--- src/rtl/pt_pkg.sv ---
// Shared definitions for the power-test blocks: sequencer state encoding and
// default sizing of the counter-bank chain.
package pt_pkg;

  localparam int PT_N_BANKS = 3;
  localparam int PT_DWELL_W = 28;

  typedef enum logic [1:0] {
    IDLE = 2'd0,
    UP   = 2'd1,
    DOWN = 2'd2,
    DONE = 2'd3
  } pt_seq_state_e;

endpackage

--- src/rtl/pt_load_sequencer_if.sv ---
// Control/status bundle between the board-level start/abort logic (master)
// and the load sequencer (slave) that drives the counter-bank resets.
interface pt_load_sequencer_if
  import pt_pkg::*;
#(
  parameter int N_BANKS = PT_N_BANKS,
  parameter int DWELL_W = PT_DWELL_W
);
  localparam int STAGE_W = $clog2(N_BANKS + 1);

  logic                start;
  logic                abort;
  logic [DWELL_W-1:0]  dwell_cycles;
  logic [N_BANKS-1:0]  bank_rst_n;
  logic [STAGE_W-1:0]  stage;
  logic                busy;
  logic                done;
  logic                marker;

  modport master (
    output start, abort, dwell_cycles,
    input  bank_rst_n, stage, busy, done, marker
  );

  modport slave (
    input  start, abort, dwell_cycles,
    output bank_rst_n, stage, busy, done, marker
  );

endinterface

--- src/rtl/pt_dwell_timer.sv ---
// Loadable down-counter used to time each stage of a power-test sequence.
// expire is high while running with the count at zero; the owner is expected
// to reload on expiry, otherwise the count wraps.
module pt_dwell_timer
  import pt_pkg::*;
#(
  parameter int DWELL_W = PT_DWELL_W
) (
  input  logic               clk,
  input  logic               rst_n,
  input  logic               load,
  input  logic [DWELL_W-1:0] load_val,
  input  logic               run,
  output logic               expire
);

  logic [DWELL_W-1:0] r_count;

  // Load has priority over counting so an expiry can reload in the same cycle.
  always_ff @(posedge clk) begin
    if (!rst_n) begin
      r_count <= '0;
    end else if (load) begin
      r_count <= load_val;
    end else if (run) begin
      r_count <= r_count - DWELL_W'(1);
    end
  end

  assign expire = run && (r_count == '0);

endmodule

--- src/rtl/pt_load_sequencer.sv ---
// Releases the counter banks one at a time, dwells D cycles per stage, then
// re-asserts them in reverse order, giving a staircase of supply current.
// Build option: define PT_SEQ_LOOP_EN to repeat the sequence until abort/reset
// instead of returning to IDLE after one pass.
//
//   state | meaning
//   ------+--------------------------------------------------------------
//   IDLE  | all banks held in reset, waiting for start
//   UP    | stage counts 0..N_BANKS, one more bank released per expiry
//   DOWN  | stage counts N_BANKS-1..0, one bank re-asserted per expiry
//   DONE  | one-cycle done pulse, then IDLE (or UP when looping)
module pt_load_sequencer
  import pt_pkg::*;
#(
  parameter int N_BANKS = PT_N_BANKS,
  parameter int DWELL_W = PT_DWELL_W
) (
  input  logic               clk,
  input  logic               rst_n,
  pt_load_sequencer_if.slave bus
);

  localparam int STAGE_W = $clog2(N_BANKS + 1);
  localparam logic [STAGE_W-1:0] LAST = STAGE_W'(N_BANKS);
  localparam logic [STAGE_W-1:0] ONE  = STAGE_W'(1);

  pt_seq_state_e        r_state;
  logic [STAGE_W-1:0]   r_stage;
  logic [N_BANKS-1:0]   r_bank;
  logic                 r_busy;
  logic                 r_done;
  logic                 r_marker;
  logic [DWELL_W-1:0]   r_dwell_m1;

  logic                 w_idle;
  logic                 w_start_acc;
  logic                 w_abort;
  logic                 w_run;
  logic                 w_expire;
  logic                 w_load;
  logic [DWELL_W-1:0]   w_d_m1;
  logic [DWELL_W-1:0]   w_load_val;

  // Bank k runs once more than k banks have been released.
  function automatic logic [N_BANKS-1:0] f_bank(input logic [STAGE_W-1:0] s);
    f_bank = '0;
    for (int k = 0; k < N_BANKS; k++) begin
      f_bank[k] = (s > STAGE_W'(k));
    end
  endfunction

  // A zero dwell would never expire cleanly, so it is treated as one cycle.
  assign w_d_m1      = (bus.dwell_cycles == '0) ? '0 : bus.dwell_cycles - DWELL_W'(1);
  assign w_idle      = (r_state == IDLE);
  assign w_start_acc = w_idle && bus.start && !bus.abort;
  assign w_abort     = bus.abort && !w_idle;
  assign w_run       = (r_state == UP) || (r_state == DOWN);

  // The timer is reloaded on every stage boundary, on the first stage of each
  // pass, and cleared on abort; the input dwell is only looked at from IDLE.
  assign w_load     = w_start_acc || w_abort || w_expire || (r_state == DONE);
  assign w_load_val = w_abort ? '0 : (w_idle ? w_d_m1 : r_dwell_m1);

  pt_dwell_timer #(
    .DWELL_W (DWELL_W)
  ) u_timer (
    .clk      (clk),
    .rst_n    (rst_n),
    .load     (w_load),
    .load_val (w_load_val),
    .run      (w_run),
    .expire   (w_expire)
  );

  // Sequencer FSM; bank resets are recomputed from the new stage value so they
  // switch on the same edge as stage and come straight from flops.
  always_ff @(posedge clk) begin
    if (!rst_n) begin
      r_state    <= IDLE;
      r_stage    <= '0;
      r_bank     <= '0;
      r_busy     <= 1'b0;
      r_done     <= 1'b0;
      r_marker   <= 1'b0;
      r_dwell_m1 <= '0;
    end else begin
      r_done <= 1'b0;
      if (w_abort) begin
        r_state <= IDLE;
        r_stage <= '0;
        r_bank  <= '0;
        r_busy  <= 1'b0;
      end else begin
        case (r_state)
          IDLE: begin
            if (w_start_acc) begin
              r_state    <= UP;
              r_stage    <= '0;
              r_bank     <= '0;
              r_busy     <= 1'b1;
              r_dwell_m1 <= w_d_m1;
            end
          end
          UP: begin
            if (w_expire) begin
              r_marker <= ~r_marker;
              if (r_stage != LAST) begin
                r_stage <= r_stage + ONE;
                r_bank  <= f_bank(r_stage + ONE);
              end else begin
                r_state <= DOWN;
                r_stage <= LAST - ONE;
                r_bank  <= f_bank(LAST - ONE);
              end
            end
          end
          DOWN: begin
            if (w_expire) begin
              if (r_stage != '0) begin
                r_stage  <= r_stage - ONE;
                r_bank   <= f_bank(r_stage - ONE);
                r_marker <= ~r_marker;
              end else begin
                r_state <= DONE;
                r_done  <= 1'b1;
              end
            end
          end
          DONE: begin
`ifdef PT_SEQ_LOOP_EN
            r_state <= UP;
            r_stage <= '0;
            r_bank  <= '0;
`else
            r_state <= IDLE;
            r_busy  <= 1'b0;
`endif
          end
          default: begin
            r_state <= IDLE;
          end
        endcase
      end
    end
  end

  assign bus.bank_rst_n = r_bank;
  assign bus.stage      = r_stage;
  assign bus.busy       = r_busy;
  assign bus.done       = r_done;
  assign bus.marker     = r_marker;

endmodule

--- src/flat_wrapper.sv ---
// flat-port wrapper written by rule: the top's interface ports become plain ports
module pt_load_sequencer_flat import pt_pkg::*;
#(
  parameter int N_BANKS = PT_N_BANKS,
  parameter int DWELL_W = PT_DWELL_W
)
  (clk, rst_n, bus_start, bus_abort, bus_dwell_cycles, bus_bank_rst_n, bus_stage, bus_busy, bus_done, bus_marker);
  pt_load_sequencer_if #(.N_BANKS(N_BANKS), .DWELL_W(DWELL_W)) bus_i ();
  input  logic clk;
  input  logic rst_n;
  input wire logic [$bits(bus_i.start)-1:0] bus_start;
  input wire logic [$bits(bus_i.abort)-1:0] bus_abort;
  input wire logic [$bits(bus_i.dwell_cycles)-1:0] bus_dwell_cycles;
  output wire logic [$bits(bus_i.bank_rst_n)-1:0] bus_bank_rst_n;
  output wire logic [$bits(bus_i.stage)-1:0] bus_stage;
  output wire logic [$bits(bus_i.busy)-1:0] bus_busy;
  output wire logic [$bits(bus_i.done)-1:0] bus_done;
  output wire logic [$bits(bus_i.marker)-1:0] bus_marker;
  assign bus_i.start = bus_start;
  assign bus_i.abort = bus_abort;
  assign bus_i.dwell_cycles = bus_dwell_cycles;
  assign bus_bank_rst_n = bus_i.bank_rst_n;
  assign bus_stage = bus_i.stage;
  assign bus_busy = bus_i.busy;
  assign bus_done = bus_i.done;
  assign bus_marker = bus_i.marker;
  pt_load_sequencer #(.N_BANKS(N_BANKS), .DWELL_W(DWELL_W)) u_core (.clk(clk), .rst_n(rst_n), .bus(bus_i));
endmodule
--- config.mk ---
export PLATFORM = sky130hd
export DESIGN_NAME = pt_load_sequencer_flat
export DESIGN_NICKNAME = d
export VERILOG_FILES = /design/src/rtl/pt_pkg.sv /design/src/rtl/pt_load_sequencer_if.sv /design/src/rtl/pt_dwell_timer.sv /design/src/rtl/pt_load_sequencer.sv /design/src/flat_wrapper.sv
export SDC_FILE = /design/constraint.sdc
export NUM_CORES = 1
export LEC_CHECK = 0
export ABC_AREA = 1
export CAP_MARGIN = 20
export CORE_AREA = 5 5 93 95
export CTS_CLUSTER_SIZE = 40
export DETAILED_ROUTE_END_ITERATION = 8
export DIE_AREA = 0 0 98 100
export PLACE_DENSITY = 0.82
export SYNTH_ARGS = -nofsm -noshare
export SYNTH_HDL_FRONTEND = slang
export SYNTH_SLANG_ARGS = --single-unit
--- constraint.sdc ---
create_clock -name clk -period 4.6 [get_ports clk]
set_clock_uncertainty 0.2 [all_clocks]
set_input_delay 0.69 -clock clk [delete_from_list [all_inputs] [get_ports clk]]
set_output_delay 0.69 -clock clk [all_outputs]
set_load 0.02 [all_outputs]
==> run_results.csv <==
group,metric,value,unit
outcome,status,"finished clean",
worst_setup_path,r2r-start,"u_core.r_state[0]$_SDFFE_PP0P_",
route,antenna_left,0,
layout,final_layout_size_suffix_gt1_frac,0.0837,
cts,cts_setup_buffers,0,
floorplan,fp-row-count,32,
logic_synthesis,syn_nets,824,
sta,finalCritPeriodShare,0.648,
global_routing,grt_use_total,0.286,
worst_setup_path,r2r-end,"u_core.u_timer.r_count[1]$_SDFFE_PN0P_",
global_routing,grt_max_degree,60,
layout,syn2layout_area_growth,13.8,%
logic_synthesis,synth.avg_cell_area,6.11,um2
sta,rsz0062_at_grt,"false",
worst_hold_path,hold_depth,2,
logic_synthesis,async_flop_share,0,
job,max-cap-violations,0,
floorplan,core_region_area,0.00765,mm2
power_and_ir_drop,peakVddDrop,0.000260,V
cts,clock_path_buffers,2,
cts,clock-root-buffer,"clkbuf_8",
worst_setup_path,path_class,"reg2reg",
cts,cts_tree,"yes",
route,dr.pass1.iters,6,
route,vias_per_cell,5.73,
sta,drv_slew,0,
sta,slew-limit-headroom,0.621,
layout,fin_nets,851,
global_routing,grt_pass1_vias,4940,
worst_setup_path,reg2reg_setup_slack,1620,ps
logic_synthesis,synthTopCellsByArea,"dfxtp_1 28%, nand2_1 13%, nor2_1 12%, a21oi_1 7.6%, o21ai_0 7.5%",
logic_synthesis,synth_area_leader_cell,"dfxtp_1",
global_routing,grt_antenna_before_repair,0,
logic_synthesis,yosysSeqAreaShare,0.277,
worst_hold_path,min_from,"u_core.bus.bank_rst_n[0]$_SDFFE_PP0P_",
worst_setup_path,crit_fanout,59,
route,wire_per_inst,15.4,um
route,drc,0,
route,drtIter0Drc,625,
floorplan,dieHeight,100,um
worst_hold_path,hp-class,"reg2reg",
worst_setup_path,rr_worst_depth,13,
logic_synthesis,yosysTopAreaCellShare,0.277,
logic_synthesis,synth-main-ff-cell,"dfxtp_1",
worst_setup_path,endpoint_kind,"flop",
sta,hold_violations,0,
place,port_buffers,39,
logic_synthesis,yosys-top-cells-count,"165 x nand2_1, 153 x nor2_1, 72 x a21oi_1",
place,globalplace.congestion,0.969,
sta,period_needed,2980,ps
logic_synthesis,synth_cells,780,
cts,cts_buffers,9,
sta,timing.final.ws_setup,1620,ps
logic_synthesis,ys_ff_latch,66,
logic_synthesis,synth_edf_count,0,
floorplan,initial_core_util,0.623,
worst_hold_path,min_to,"u_core.bus.bank_rst_n[0]$_SDFFE_PP0P_",
logic_synthesis,ys_warn_count,0,
sta,fmax,0.335,GHz
power_and_ir_drop,powerDensity,660,mW/mm2
cts,clk_latency,350,ps
worst_setup_path,crit_required,4630,ps
power_and_ir_drop,leakagePower,2.37,nW
worst_setup_path,arrival,3010,ps
route,routed_wl,14100,um
floorplan,io_pins,40,
sta,tns,0,ps
layout,diodes,0,
worst_setup_path,startpoint_type,"flop",
route,num_vias,5239,
sta,worstMarginPinSlew,568,ps
logic_synthesis,yosysMostFrequentCell,"nand2_1",
cts,ctsResizeCount,0,
global_routing,grt_pass1_wl,23200,um
sta,finalSetupViolations,0,
cts,cts.sinks,66,
logic_synthesis,synth_cell_types,35,
logic_synthesis,netlist_area,0.00476,mm2
floorplan,fp.dieArea,0.00980,mm2
floorplan,die_w,98,um
global_routing,gr-total-overflow,0,
cts,htreeDepth,3,
place,dp_slack,1560,ps
cts,hold_buffers,0,
place,dp_hpwl,10600,um
cts,path_clk_slew,80,ps
-- flip-flops by register name, indices dropped and copies added (netlist names) --
signal	count
u_core.r_dwell_m1	28
u_core.u_timer.r_count	28
u_core.bus.bank_rst_n	3
u_core.bus.stage	2
u_core.r_state	2
u_core.bus.busy	1
u_core.bus.done	1
u_core.bus.marker	1
-- cell type report --
type	instances	area [um2]
tap	102	128
timing repair buffer	43	420
clock buffer	10	128
clock inverter	6	115
sequential	66	1320
multi-input combinational	622	3060
fill	645	2230
inverter	65	246
-- report_power, final --
part	switching, W	internal, W	leakage, nW	total, W
clock network	0.000238	0.000362	0.117	0.000600
registers	0.000163	0.000730	0.542	0.000893
logic	0.00144	0.000646	1.71	0.00209
total	0.00184	0.00174	2.37	0.00358
-- metrics by stage --
step | utilization | hold slack, ps | power (W) | cell area (um2) | cells
after floorplan | - | 258 | 0.00247 | 4760 | 780
after global placement | 0.677 | 254 | 0.00285 | 5180 | 898
after detailed placement | 0.677 | 269 | 0.00291 | 5180 | 898
after CTS | 0.709 | 280 | 0.00353 | 5420 | 914
after global routing | 0.709 | 311 | 0.00387 | 5420 | 914
final | 0.709 | 273 | 0.00358 | 5420 | 914
-- layer usage --
layer,wire length [um],part of all wire,vias to the layer above,global-route usage
li1,-,-,2590,-
met1,5950,0.42,2370,0.372
met2,6680,0.47,247,0.476
met3,1100,0.078,32,0.0486
met4,361,0.026,0,0.110
met5,0,0,-,0
-- layout by cell type, fill, tap and decap left out, drive strengths merged, types with 2 or more instances in the layout --
cell / instances
nor2: 175
nand2: 172
o21ai: 86
a21oi: 72
dfxtp: 66
inv: 65
clkdlybuf4s50: 39
nand3: 38
xor2: 19
nand4: 17
ha: 12
clkbuf: 10
nor3: 8
or2: 6
o211ai: 6
buf: 4
o21bai: 3
bufinv: 3
o22ai: 2
xnor2: 2
clkinv: 2
-- how the worst max path moves through the flow --
| stage | endpoint | start | cells after the start | slack, ps |
|---|---|---|---|---|
| 3_5_place_dp | u_core.u_timer.r_count[27]$_SDFFE_PN0P_ | bus_dwell_cycles[9] | 14 | 1560 |
| 4_1_cts | u_core.u_timer.r_count[1]$_SDFFE_PN0P_ | u_core.r_state[0]$_SDFFE_PP0P_ | 13 | 1690 |
| 5_1_grt | u_core.u_timer.r_count[1]$_SDFFE_PN0P_ | u_core.r_state[0]$_SDFFE_PP0P_ | 13 | 1420 |
| 6_report | u_core.u_timer.r_count[1]$_SDFFE_PN0P_ | u_core.r_state[0]$_SDFFE_PP0P_ | 13 | 1620 |
| 3_3_place_gp | u_core.u_timer.r_count[27]$_SDFFE_PN0P_ | bus_dwell_cycles[9] | 14 | 1550 |
| 2_1_floorplan | u_core.u_timer.r_count[20]$_SDFFE_PN0P_ | bus_dwell_cycles[0] | 11 | 2460 |
-- worst max-delay path, stage by stage, from the launching register on --
cell     delay, ps
dfxtp_1        330
inv_1          100
ha_2           170
buf_4          440
nand2_1        120
nor2_2         100
buf_4          390
nor3_2         140
nand2_8        130
inv_4          110
nand2_4        270
inv_2           70
nor2_1         180
a21oi_1         90
-- cell families after synthesis --
kind of cell | synth area share
flip-flops | 0.277
AO/OA/AOI/OAI | 0.185
adder cells (fa/ha/maj) | 0.0315
AND/OR/NAND/NOR | 0.387
XOR/XNOR | 0.0386
buffers and inverters | 0.0804
No activity file was read; power rests on OpenSTA's default activity.
